[config.mk]
export PLATFORM = sky130hd
export DESIGN_NAME = nes_dual_pad_scheduler
export DESIGN_NICKNAME = d
export VERILOG_FILES = /design/src/rtl/nes_dual_pad_scheduler.sv
export SDC_FILE = /design/constraint.sdc
export NUM_CORES = 1
export LEC_CHECK = 0
export BUFFER_PORTS_ARGS = -buffer_cell sky130_fd_sc_hd__buf_2
export CAP_MARGIN = 20
export CORE_MARGIN = 8
export CORE_UTILIZATION = 40
export DETAILED_ROUTE_END_ITERATION = 7
export PLACE_DENSITY_LB_ADDON = 0.25
export SLEW_MARGIN = 0
export SYNTH_ARGS = -nofsm -noshare
export SYNTH_HDL_FRONTEND = slang
export SYNTH_SLANG_ARGS = --single-unit
[constraint.sdc]
create_clock -name pixelClock -period 4 [get_ports pixelClock]
set_input_delay 0.4 -clock pixelClock [delete_from_list [all_inputs] [get_ports pixelClock]]
set_output_delay 0.4 -clock pixelClock [all_outputs]
set_load 0.005 [all_outputs]
[src/rtl/nes_dual_pad_scheduler.sv]
// Two-pad NES controller reader: one latch/pulse pair, two data lines, one read per frame.
// Both button bytes commit together; newly pressed bits and frame overruns are reported.
module nes_dual_pad_scheduler #(
    parameter int unsigned CLK_HZ   = 40000000,
    parameter int unsigned LATCH_US = 12,
    parameter int unsigned HALF_US  = 6
) (
    input  logic       pixelClock,
    input  logic       reset,
    input  logic       vSyncStart,
    input  logic [1:0] padData,
    output logic       padLatch,
    output logic       padPulse,
    output logic [7:0] buttons0,
    output logic [7:0] buttons1,
    output logic [7:0] pressed0,
    output logic [7:0] pressed1,
    output logic       frameValid,
    output logic       busy,
    output logic       overrun
);

    localparam int unsigned CNT_W      = 16;
    localparam int unsigned LATCH_CLKS = CLK_HZ / 1000000 * LATCH_US;
    localparam int unsigned HALF_CLKS  = CLK_HZ / 1000000 * HALF_US;
    localparam logic [CNT_W-1:0] LATCH_LAST = CNT_W'(LATCH_CLKS - 1);
    localparam logic [CNT_W-1:0] HALF_LAST  = CNT_W'(HALF_CLKS - 1);
    localparam logic [CNT_W-1:0] SLOT_LAST  = CNT_W'(2 * HALF_CLKS - 1);

    typedef enum logic [1:0] {
        S_IDLE   = 2'd0,
        S_LATCH  = 2'd1,
        S_SHIFT  = 2'd2,
        S_COMMIT = 2'd3
    } state_t;

    state_t           r_state;
    state_t           w_state_nxt;
    logic [CNT_W-1:0] r_cnt;
    logic [CNT_W-1:0] w_cnt_nxt;
    logic [2:0]       r_bit;
    logic [2:0]       w_bit_nxt;
    logic             w_latch_nxt;
    logic             w_pulse_nxt;
    logic             w_capture;
    logic             w_commit;

    logic [1:0]       r_sync1;
    logic [1:0]       r_sync2;
    logic [7:0]       r_shadow0;
    logic [7:0]       r_shadow1;
    logic             r_pad_latch;
    logic             r_pad_pulse;
    logic [7:0]       r_buttons0;
    logic [7:0]       r_buttons1;
    logic [7:0]       r_pressed0;
    logic [7:0]       r_pressed1;
    logic             r_frame_valid;
    logic             r_busy;
    logic             r_overrun;

    always_ff @(posedge pixelClock or posedge reset) begin
        if (reset) r_state <= S_IDLE;
        else       r_state <= w_state_nxt;
    end

    always_comb begin
        w_state_nxt = r_state;
        case (r_state)
            S_IDLE:   if (vSyncStart) w_state_nxt = S_LATCH;
            S_LATCH:  if (r_cnt == LATCH_LAST) w_state_nxt = S_SHIFT;
            S_SHIFT:  if (r_cnt == SLOT_LAST && r_bit == 3'd7) w_state_nxt = S_COMMIT;
            S_COMMIT: w_state_nxt = S_IDLE;
            default:  w_state_nxt = S_IDLE;
        endcase
    end

    // Next values of the registered outputs; the pulse toggles on the edge entering each half-slot.
    always_comb begin
        w_cnt_nxt   = r_cnt + CNT_W'(1);
        w_bit_nxt   = r_bit;
        w_latch_nxt = 1'b0;
        w_pulse_nxt = 1'b0;
        w_capture   = 1'b0;
        w_commit    = 1'b0;
        case (r_state)
            S_IDLE: begin
                w_cnt_nxt   = '0;
                w_latch_nxt = vSyncStart;
            end
            S_LATCH: begin
                w_latch_nxt = (r_cnt != LATCH_LAST);
                if (r_cnt == LATCH_LAST) begin
                    w_cnt_nxt = '0;
                    w_bit_nxt = 3'd0;
                end
            end
            S_SHIFT: begin
                w_pulse_nxt = r_pad_pulse;
                if (r_cnt == HALF_LAST) begin
                    w_capture   = 1'b1;
                    w_pulse_nxt = 1'b1;
                end
                if (r_cnt == SLOT_LAST) begin
                    w_pulse_nxt = 1'b0;
                    w_cnt_nxt   = '0;
                    w_bit_nxt   = r_bit + 3'd1;
                end
            end
            S_COMMIT: begin
                w_cnt_nxt = '0;
                w_commit  = 1'b1;
            end
            default: w_cnt_nxt = '0;
        endcase
    end

    always_ff @(posedge pixelClock or posedge reset) begin
        if (reset) begin
            r_cnt         <= '0;
            r_bit         <= '0;
            r_sync1       <= '0;
            r_sync2       <= '0;
            r_shadow0     <= '0;
            r_shadow1     <= '0;
            r_pad_latch   <= 1'b0;
            r_pad_pulse   <= 1'b0;
            r_buttons0    <= '0;
            r_buttons1    <= '0;
            r_pressed0    <= '0;
            r_pressed1    <= '0;
            r_frame_valid <= 1'b0;
            r_busy        <= 1'b0;
            r_overrun     <= 1'b0;
        end else begin
            r_cnt         <= w_cnt_nxt;
            r_bit         <= w_bit_nxt;
            r_sync1       <= padData;
            r_sync2       <= r_sync1;
            r_pad_latch   <= w_latch_nxt;
            r_pad_pulse   <= w_pulse_nxt;
            r_frame_valid <= w_commit;
            r_busy        <= (w_state_nxt != S_IDLE);
            // Pad data is active-low: a held button drives its line low.
            if (w_capture) begin
                r_shadow0[r_bit] <= ~r_sync2[0];
                r_shadow1[r_bit] <= ~r_sync2[1];
            end
            if (w_commit) begin
                r_buttons0 <= r_shadow0;
                r_buttons1 <= r_shadow1;
                r_pressed0 <= r_shadow0 & ~r_buttons0;
                r_pressed1 <= r_shadow1 & ~r_buttons1;
            end
            if (vSyncStart && r_state != S_IDLE) r_overrun <= 1'b1;
        end
    end

    assign padLatch   = r_pad_latch;
    assign padPulse   = r_pad_pulse;
    assign buttons0   = r_buttons0;
    assign buttons1   = r_buttons1;
    assign pressed0   = r_pressed0;
    assign pressed1   = r_pressed1;
    assign frameValid = r_frame_valid;
    assign busy       = r_busy;
    assign overrun    = r_overrun;

endmodule

==> impl_metrics.tcl <==
set metrics [dict create \
    syn_avg_cell_area_um2 10.8 \
    grt_usage_pct 11.7 \
    die_height_um 108 \
    syn2layout_area_growth_pct 16.8 \
    max_slew_margin_pct 68.5 \
    cts.sinks 78 \
    multiInputGateArea_um2 1160 \
    synth_top_area_share_pct 57.9 \
    regArea_um2 1950 \
    tns_ps 0 \
    grt_pass1_wl_um 10700 \
    slowest_delay_ps 460 \
    ioPinCount 42 \
    routed_wirelength_um 6110 \
    fp-row-count 33 \
    p_leak_nw 1.79 \
    core-area_um2 8220 \
    synth_xor_area_share_pct 3.64 \
    yosysTopAreaCell "dfrtp_1" \
    max-cap-violations 0 \
    worst_ep_required_time_ps 4210 \
    drtAntennaViolNets 0 \
    layout_common_cells "78 x dfrtp_1, 57 x inv_1, 41 x buf_2, 23 x nand2_1, 21 x o21ai_0" \
    vias_per_cell 4.80 \
    drive_above_1_share_pct 20.7 \
    routedWlPerCell_um 13.1 \
    crit_path_end_kind "register" \
    cp_max_fo 14 \
    synth_cell_types 37 \
    place_congestion 0.773 \
    hpwl_um 4310 \
    cts_buffers 9 \
    outcome "completed" \
    pwr_density_cell_nw_per_um2 435 \
    post_cts_buffers 0 \
    postCtsHoldBufs 0 \
    vdd_ir_drop_max_uv 242 \
    finalHoldViolCount 0 \
    final_common_cell "dfrtp_1" \
    antenna_found_initial 0 \
    synthSimpleGateAreaFrac_pct 15.6 \
    synthArstFlopShare_pct 100 \
    grt_max_degree 50 \
    fillers 771 \
    cp-start-kind "register" \
    cts-htree-levels 3 \
    min_path_type "in2async" \
    synthesis.nets 323 \
    clk-insertion-delay-late_ps 350 \
    crit_chain "ha_1, and3_1, nand4_2, nand2_1, nor2_1" \
    grt_pass1_vias 2276 \
    cts-root-buf "clkbuf_8" \
    cts_resized 0 \
    ys.flop_type "dfrtp_1" \
    synth_area_leaders "dfrtp_1 58%, inv_1 6.5%, mux2i_1 4.7%, o21ai_0 3.1%, xnor2_1 3.1%" \
    tightest_slew_ps 471 \
    fin_crit_sh_pct 48.1 \
    syn_area_um2 3370 \
    clkTransAtPathRegs_ps 80 \
    die-width_um 108 \
    overflow 0 \
    drc 0 \
    cp_num_buf_inv 0 \
    initial_core_util_pct 41.1 \
    synthCells 311 \
    synthMuxAreaShare_pct 4.75 \
    port_buffers 41 \
    synth-seq-area-share_pct 57.9 \
    critPathTopFamily "simple AND/OR/NAND/NOR gates" \
    hold_ws_ps 22.8 \
    cts_tree "built" \
    fin_skew_ps 8.21 \
    synth-compound-area-share_pct 7.94 \
    cts.path.max_buffers 2 \
    synth_seq_cells 78 \
    setup_viol 0 \
    rsz0062_at_grt "no" \
    vias 2240 \
    period_minus_slack_ps 1930 \
    fmax_mhz 519 \
    cpMaxStageDelayCell "nand2_1" \
    dr.pass1.iters 4 \
    ys_warn_count 0 \
    first_iter_violations 142 \
    yosys.area_share.adder_pct 2.60 \
    synth_top_family_by_area "simple AND/OR/NAND/NOR gates" \
    slew_viol_final 0 \
    antenna_cells 0 \
    synth_edf_count 0 \
    worstSetupPathType "reg2reg" \
    fin_nets 369 \
    critical_path_arrival_ps 2140 \
    die_area_um2 11600 \
]
[final timing paths]
path	startpoint	slack, ps	cells past startpoint	end
setup / recovery	r_cnt[0]$_DFF_PP0_	2070	5	r_cnt[15]$_DFF_PP0_
hold / removal	reset	20	2	overrun$_DFFE_PP0P_
setup reg to reg	r_cnt[0]$_DFF_PP0_	2070	5	r_cnt[15]$_DFF_PP0_
hold reg to reg	r_sync1[0]$_DFF_PP0_	350	0	r_sync2[0]$_DFF_PP0_
max in group asynchronous	reset	3240	3	buttons0[5]$_DFFE_PP0P_
min in group pixelClock	padData[1]	160	1	r_sync1[1]$_DFF_PP0_
[cell families (layout without fill, tap and decap cells)]
group | count (synthesis) | count (layout)
adders and majority gates | 7 | 7
xor gates and xnor gates | 14 | 14
AOI/OAI and AO/OA | 46 | 46
muxes | 16 | 16
DFF | 78 | 78
buffers and inverters | 67 | 118
and+or+nand+nor | 83 | 83
[metrics by stage]
step	cell area, µm²	utilization [%]	power (W)	cells	setup slack [ps]
global route	3940	47.9	0.00181	467	1860
CTS	3940	47.9	0.00174	467	2050
detailed placement	3690	45.0	0.00102	451	2060
global placement	3690	45.0	0.00102	451	2170
finish	3940	47.9	0.00171	467	2070
floorplan	3370	-	0.000974	311	1600
[Yosys cell counts (3+ instances only)]
cell,number
dfrtp_1,78
inv_1,58
nand2_1,23
o21ai_0,21
nor2_1,18
mux2i_1,16
o22ai_1,16
xnor2_1,12
ha_1,7
nand3_1,7
nor3_2,6
nor4_1,5
clkbuf_1,4
nand2b_1,4
buf_1,3
nand4_1,3
nor3_1,3
nor4_4,3
o21ai_1,3
[where the power goes]
part | total [W] | internal [W] | switching [W]
logic | 0.000152 | 0.0000584 | 0.0000933
registers | 0.000848 | 0.000819 | 0.0000289
clock network | 0.000712 | 0.000418 | 0.000294
total | 0.00171 | 0.00130 | 0.000417
[flip-flops by register name, summed over array words and instances (netlist names)]
register and flops:
frameValid 1, r_cnt 16, busy 1, r_sync1 2, buttons0 8, r_shadow1 8, r_sync2 2, r_state 2
pressed1 8, overrun 1, padLatch 1, buttons1 8, padPulse 1, r_bit 3, pressed0 8, r_shadow0 8
[routing by layer]
metal  global-route usage (%)  vias up  part of all wire, %
li1                         -     1113                    -
met1                     14.7     1077                   48
met2                     17.4       40                   45
met3                     4.19       10                  5.4
met4                     5.65        0                  1.6
met5                        0        -                    0
[cell type report]
type	count	area share, %
clock inverters	7	3.08
flip-flops and latches	78	49.6
clock buffers	9	3.14
well taps	105	3.34
inverters	58	5.53
repair buffers	44	5.78
multi-input cells	166	29.6
No activity file was read; power rests on OpenSTA's default activity.
